File: src/rtl/nibble_cmp_seq_pkg.sv
// Shared definitions for the nibble-serial magnitude comparator.
//   state_e : controller states (IDLE / CMP / HOLD)
//   res_e   : 2-bit compare result encoding (EQ=00, GT=01, LT=10)
//   SLICE_W : width of the single time-shared comparator slice
package nibble_cmp_seq_pkg;

  localparam int SLICE_W = 4;

  typedef enum logic [1:0] {
    IDLE = 2'd0,
    CMP  = 2'd1,
    HOLD = 2'd2
  } state_e;

  typedef enum logic [1:0] {
    RES_EQ = 2'b00,
    RES_GT = 2'b01,
    RES_LT = 2'b10
  } res_e;

endpackage

File: src/rtl/nibble_cmp_seq_cmp4.sv
// Combinational unsigned magnitude comparator for one 4-bit slice.
//   x, y : slice operands
//   gt   : x > y
//   eq   : x == y
//   lt   : x < y
module cmp4_slice
  import nibble_cmp_seq_pkg::*;
(
  input  logic [SLICE_W-1:0] x,
  input  logic [SLICE_W-1:0] y,
  output logic               gt,
  output logic               eq,
  output logic               lt
);

  assign gt = (x > y);
  assign eq = (x == y);
  assign lt = (x < y);

endmodule

File: src/rtl/nibble_cmp_seq.sv
// Nibble-serial unsigned comparator. Latches an operand pair, then walks the
// nibbles from MSB down through one shared 4-bit slice, stopping at the first
// unequal nibble (or at nibble 0). The result is held until the consumer
// takes it.
//   clk, rst            : clock, asynchronous active-high reset
//   in_valid / in_ready : operand handshake (a, b sampled on accept)
//   out_valid/out_ready : result handshake
//   a_gt_b/a_eq_b/a_lt_b: one-hot result, all 0 when out_valid=0
//   steps               : number of slice compares used (1..NIBBLES)
module nibble_cmp_seq
  import nibble_cmp_seq_pkg::*;
#(
  parameter  int NIBBLES = 4,
  localparam int W       = 4 * NIBBLES
) (
  input  logic         clk,
  input  logic         rst,
  input  logic         in_valid,
  output logic         in_ready,
  input  logic [W-1:0] a,
  input  logic [W-1:0] b,
  output logic         out_valid,
  input  logic         out_ready,
  output logic         a_gt_b,
  output logic         a_eq_b,
  output logic         a_lt_b,
  output logic [3:0]   steps
);

  localparam int IW = (NIBBLES > 1) ? $clog2(NIBBLES) : 1;

  state_e        state_q, state_d;
  res_e          res_q, res_d;
  logic [W-1:0]  a_q, a_d, b_q, b_d;
  logic [IW-1:0] idx_q, idx_d;
  logic [3:0]    steps_q, steps_d;
  logic          rdy_q, rdy_d;

  logic [NIBBLES-1:0][SLICE_W-1:0] a_nib, b_nib;
  logic s_gt, s_eq, s_lt;

  assign a_nib = a_q;
  assign b_nib = b_q;

  cmp4_slice u_slice (
    .x  (a_nib[idx_q]),
    .y  (b_nib[idx_q]),
    .gt (s_gt),
    .eq (s_eq),
    .lt (s_lt)
  );

  always_comb begin
    state_d = state_q;
    res_d   = res_q;
    a_d     = a_q;
    b_d     = b_q;
    idx_d   = idx_q;
    steps_d = steps_q;
    case (state_q)
      IDLE: begin
        if (in_valid) begin
          a_d     = a;
          b_d     = b;
          idx_d   = IW'(NIBBLES - 1);
          steps_d = 4'd0;
          state_d = CMP;
        end
      end
      CMP: begin
        steps_d = steps_q + 4'd1;
        if (!s_eq) begin
          // s_lt is implied when neither gt nor eq
          res_d   = s_gt ? RES_GT : RES_LT;
          state_d = HOLD;
        end else if (idx_q == '0) begin
          // mandatory exit at the last nibble; index never wraps
          res_d   = RES_EQ;
          state_d = HOLD;
        end else begin
          idx_d = idx_q - IW'(1);
        end
      end
      HOLD: begin
        if (out_ready) state_d = IDLE;
      end
      default: state_d = IDLE;
    endcase
    // Registered so it drops during reset and rises on the first edge after
    // release; otherwise it tracks state==IDLE exactly.
    rdy_d = (state_d == IDLE);
  end

  always_ff @(posedge clk or posedge rst) begin
    if (rst) begin
      state_q <= IDLE;
      res_q   <= RES_EQ;
      a_q     <= '0;
      b_q     <= '0;
      idx_q   <= '0;
      steps_q <= '0;
      rdy_q   <= 1'b0;
    end else begin
      state_q <= state_d;
      res_q   <= res_d;
      a_q     <= a_d;
      b_q     <= b_d;
      idx_q   <= idx_d;
      steps_q <= steps_d;
      rdy_q   <= rdy_d;
    end
  end

  assign in_ready  = rdy_q;
  assign out_valid = (state_q == HOLD);
  assign a_gt_b    = out_valid && (res_q == RES_GT);
  assign a_eq_b    = out_valid && (res_q == RES_EQ);
  assign a_lt_b    = out_valid && (res_q == RES_LT);
  assign steps     = steps_q;

  // s_lt is kept on the slice interface; consumed here to document intent.
  logic unused_lt;
  assign unused_lt = s_lt;

endmodule

File: config.mk
export PLATFORM = sky130hd
export DESIGN_NAME = nibble_cmp_seq
export DESIGN_NICKNAME = d
export VERILOG_FILES = /design/src/rtl/nibble_cmp_seq_pkg.sv /design/src/rtl/nibble_cmp_seq_cmp4.sv /design/src/rtl/nibble_cmp_seq.sv
export SDC_FILE = /design/constraint.sdc
export NUM_CORES = 1
export LEC_CHECK = 0
export ABC_AREA = 0
export CAP_MARGIN = 20
export CORE_UTILIZATION = 50
export DETAILED_ROUTE_END_ITERATION = 12
export MAX_ROUTING_LAYER = met4
export PLACE_DENSITY = 0.82
export SYNTH_ARGS = -nofsm -noshare
export SYNTH_HDL_FRONTEND = slang
export SYNTH_SLANG_ARGS = --single-unit
File: constraint.sdc
create_clock -name clk -period 2.4 [get_ports clk]
set_input_delay 0.24 -clock clk [delete_from_list [all_inputs] [get_ports clk]]
set_output_delay 0.24 -clock clk [all_outputs]
set_load 0.02 [all_outputs]
# After elaboration in Yosys (flattened, before gate mapping)
# Cells that the tools add are included.
word_totals:
  ff_bits: 43
  elab_cells: 50
  output_inout_bits: 9
op_classes:
  eq_ne: 9
  mux: 18
  order_cmp: 2
  addsub: 2
  reduce_logical: 12
op_table:
  columns: ["op", "count"]
  rows:
  - ["2-to-1 mux 2 bit", 10]
  - ["binary-select mux 4 bit (select 2 bit)", 2]
  - ["2-to-1 mux 4 bit", 3]
  - ["logical NOT 2 bit", 4]
  - ["case mux 4 bit (2 select lines)", 1]
  - ["!= test 2 bit, second input constant", 3]
  - ["case mux 2 bit (3 select lines)", 1]
  - ["AND reduction 2 bit", 3]
  - ["adder 4 x 1 -> 4 bit, second input constant", 1]
  - ["equality test 2 x 1 -> 1 bit, second input constant", 2]
  - ["equality test 2 bit, second input constant", 2]
  - ["equality test 4 bit", 1]
  - ["greater-than comparator 4 bit", 1]
  - ["case mux 2 bit (2 select lines)", 1]
  - ["AND reduction 4 bit", 1]
  - ["logical AND 1 bit", 3]
  - ["less-than comparator 2 x 3 -> 1 bit, second input constant", 1]
  - ["!= test 2 x 1 -> 1 bit, second input constant", 1]
  - ["nonzero test 2 bit", 1]
  - ["subtractor 2 x 1 -> 2 bit, second input constant", 1]

# Longest topological paths before layout
logic_depth:
  word_depth: 6
  ltp_mapped: 8

# Hierarchy
# From an unflattened synthesis, not the netlist that was laid out.
unflattened:
  hier_cells: 139
  hier_area_um2: 2035.7
by_module_without_submodules:
  columns: ["module", "area_per_inst_um2", "seq_area_each_um2", "cells_each", "n_inst"]
  rows:
  - ["nibble_cmp_seq", 1906.8, 1076.0, 123, 1]
  - ["cmp4_slice", 128.9, 0.0, 16, 1]

# Worst setup path after synthesis
# No wires, ideal clock.
synth_path:
  path_kind: "reg2reg"
  start: "register idx_q[0]"
  end: "register res_q[0]"
  path_slack_ns: 0.332
  stages_incl_launch_ff: 7
  required_time_ns: 2.332
  arrival_time_ns: 2.000
  cell_sequence: "dfrtp_1 buf_2 mux4_2 ha_1 nand4_1 o21ai_0 a32o_1"
synth_via:
  elab_chain_cells: 5
synth_rtl:
  columns: ["element", "line", "text"]
  rows:
  - ["start, declared", "nibble_cmp_seq.sv:35", "logic [IW-1:0] idx_q, idx_d;"]
  - ["start signal, assigned", "nibble_cmp_seq.sv:108", "idx_q <= idx_d;"]
  - ["binary-select mux 4 bit (select 2 bit), on equally long branches", "nibble_cmp_seq.sv:46, nibble_cmp_seq.sv:47", null]
  - ["2-to-1 mux 4 bit, on equally long branches", "nibble_cmp_seq.sv:46, nibble_cmp_seq.sv:47", null]
  - ["greater-than comparator 4 bit or equality test 4 bit (tied branches)", "nibble_cmp_seq_cmp4.sv:16, nibble_cmp_seq_cmp4.sv:17", null]
  - ["2-to-1 mux 2 bit or != test 2 x 1 -> 1 bit (tied branches)", null, null]
  - ["2-to-1 mux 2 bit or AND reduction 2 bit (tied branches)", null, null]
  - ["end signal, assigned", "nibble_cmp_seq.sv:105", "res_q <= res_d;"]
  - ["end, declared", "nibble_cmp_seq.sv:33", "res_e res_q, res_d;"]
# Parallel ways exist; a longest one is shown, timed or not. The select of a mux whose other input is x is not followed.
# A chain may end at the register's enable or synchronous reset.

# Worst setup path after layout
# Ends and elaborated chain as after synthesis.

==> impl_metrics.tcl <==
set metrics [dict create \
    syn_area_per_cell_sq_um 14.22 \
    pwr-share-comb_pct 43.0 \
    power_mw 3.277 \
    die_h_um 65.32 \
    diodes 0 \
    period_share_pct 92.31 \
    cp.required_ns 2.64 \
    grt-ovfl-total 0 \
    p_sw_mw 1.069 \
    final_cells 241 \
    rsz0062_at_grt "false" \
    io_buffer_count 44 \
    antenna_found_initial 0 \
    seq_area_frac_synth_pct 53.68 \
    io_pins 45 \
    post_cts_resized 0 \
    post_cts_buffers 0 \
    std_cell_rows 22 \
    seq_area_sq_um 1076 \
    slew_headroom_pct 65.31 \
    drt_pass1_iterations 4 \
    skew_ns 0.006149 \
    ys_seq_elements 43 \
    drc 0 \
    wire_per_inst_um 15.04 \
    r2r_end "res_q[0]" \
    final_area_sq_um 2611 \
    die_width_um 65.32 \
    setup_viol 0 \
    fp.coreArea_sq_um 3744 \
    synthesis.area_sq_um 2004 \
    p_int_mw 2.208 \
    clk_latency_ns 0.29 \
    cap_violations 0 \
    placedCellCount 233 \
    p_clk_share_pct 16.9 \
    final_layout_size_suffix_gt1_share_pct 27.46 \
    synth_cells 141 \
    worstPathCellList "buf_4 > mux4_2 > ha_1 > nand4_1 > o21ai_0 > a32o_1" \
    worstPathArrival_ns 2.45 \
    timing.critical_path.buf_inv 1 \
    hp-class "input port to asynchronous set/reset pin" \
    placedInstanceArea_sq_um 2499 \
    slew_viol_final 0 \
    fillers 277 \
    hpwlAfterDp_um 2708 \
    ys_warn_count 0 \
    syn_nets 183 \
    p_leak_nw 1.123 \
    hold_buffers 0 \
    multi_input_area_sq_um 850.8 \
    grt_util_all_layers_pct 19.43 \
    cts.sinks 43 \
    p_per_area_nw_per_um2 1255 \
    max_clock_freq_ghz 0.4514 \
    regToRegStartpoint "idx_q[0]" \
    tritoncts "done" \
    cp-end-kind "flip-flop" \
    power_frac_seq_pct 40.2 \
    yosysUniqueCellTypes 25 \
    drt_iter0_markers 28 \
    detail-route-antenna-nets 0 \
    report.final.hold_viol_count 0 \
    cp-start-kind "flip-flop" \
    finalNetCount 234 \
    area_growth_syn_to_layout_pct 30.27 \
    min_period_ns 2.216 \
    slowest_stage "mux4_2" \
    grt_pass1_wl_um 5830 \
    status "complete, no violations" \
    hold_slack_ns 0.3793 \
    path_class "flip-flop to flip-flop" \
    vias 1286 \
    worst_pin_slew_ns 0.5204 \
    clockBufferDepth 2 \
    routed_via_density 5.336 \
    grt_pass1_vias 1297 \
    cp_top_family "compound AO/OA/AOI/OAI gates" \
    grt_max_degree 44 \
    gp_congestion 0.7490 \
    htree_levels 2 \
    wl_um 3625 \
    critPathMaxFanout 5 \
    cts_buffers 5 \
    peakVddDrop_mv 0.5928 \
    initial_core_util_pct 53.54 \
    die-area_sq_um 4266 \
    cts_root_buf "clkbuf_8" \
    rrSetupSlack_ns 0.18 \
    worstRegToRegCells 6 \
    path_clk_slew_ns 0.08 \
    tns_ns 0 \
    critPathMaxStageDelay_ns 0.51 \
    swShare_pct 32.64 \
]
[per-stage QoR]
stage / utilization, % / setup slack, ns
2_1_floorplan: - / 0.3323
3_3_place_gp: 66.74 / 0.3493
3_5_place_dp: 66.74 / 0.2396
4_1_cts: 69.75 / 0.2120
5_1_grt: 69.75 / 0.06618
6_report: 69.75 / 0.1845
[cell usage in the layout, fill, tap and decap left out, types with 2 or more instances in the layout]
master	Yosys	final
o21ai_0	7	7
buf_4	0	5
nor3_1	2	2
nand2_1	8	8
dfrtp_1	43	43
mux2_1	2	2
nor2_1	2	2
clkdlybuf4s50_1	0	44
mux4_2	8	8
nand4_1	2	2
nor3b_1	3	3
clkbuf_8	0	5
a21oi_1	3	3
nand3b_1	2	2
ha_1	6	6
inv_1	9	9
mux2_2	30	30
[cell type report]
class,instances,area share (%)
clock buffer,5,2.635
sequential,43,41.21
tap,48,2.300
timing repair buffer,49,18.30
multi-input combinational,84,32.58
clock inverter,3,1.677
inverter,9,1.294
[registers in the layout, summed over array words and instances (netlist names)]
register / count
a_nib: 16
res_q: 2
b_nib: 16
steps: 4
idx_q: 2
state_q: 2
in_ready: 1
[worst max-delay path by stage]
stage / start / end / cells after the start
floorplan: idx_q[0] / res_q[0] / 6
global placement: idx_q[0] / res_q[1] / 7
detailed placement: idx_q[0] / state_q[1] / 6
CTS: idx_q[0] / res_q[1] / 7
global route: idx_q[0] / res_q[1] / 7
finish: idx_q[0] / res_q[0] / 6
[kinds of logic (layout without fill, tap and decap cells)]
| group | Yosys count | after routing | share of synthesized area [%] |
|---|---|---|---|
| adders and majority gates | 6 | 6 | 3.745 |
| AOI/OAI and AO/OA | 14 | 14 | 4.556 |
| buffers and inverters | 14 | 66 | 3.870 |
| DFF | 43 | 43 | 53.68 |
| muxes | 40 | 40 | 26.97 |
| and+or+nand+nor | 24 | 24 | 7.179 |
[worst register-to-register path, cell delays in order, from the launching register on]
cell     delay, ns
dfrtp_1       0.35
buf_4         0.14
mux4_2        0.51
ha_1          0.34
nand4_1       0.23
o21ai_0       0.41
a32o_1        0.17
[power groups by stage]
stage,logic (mW),registers [mW],clock network [mW]
finish,1.41,1.32,0.553
global route,1.54,1.36,0.601
CTS,1.43,1.32,0.567
detailed placement,1.41,1.33,0
global placement,1.34,1.31,0
floorplan,1.07,1.26,0
[routing by layer]
layer	routed length, um	track usage (%)	vias to the layer above
met5	0	-	-
met4	53	9.239	0
met3	154	4.340	8
met2	1945	33.12	27
met1	1473	21.54	642
li1	-	-	609
[synth_stat cells]
cell type	instances	area share [%]
o21bai_1	1	0.37
nor3b_4	1	0.94
a2bb2oi_2	1	0.75
mux2_1	2	1.1
a22o_1	1	0.44
mux4_2	8	9.0
ha_1	6	3.7
inv_1	9	1.7
a21oi_1	3	0.75
nand3b_1	2	0.75
buf_2	2	0.50
o21ai_0	7	1.7
a32o_1	1	0.50
mux2_2	30	17
nand2_1	8	1.5
nor2_1	2	0.37
dfrtp_1	43	54
nand2b_1	1	0.31
buf_6	3	1.7
or2b_1	1	0.37
and2b_1	1	0.37
nand4_1	2	0.62
and2_1	1	0.31
nor3_1	2	0.50
nor3b_1	3	1.1
(Power assumes the default switching activity.)
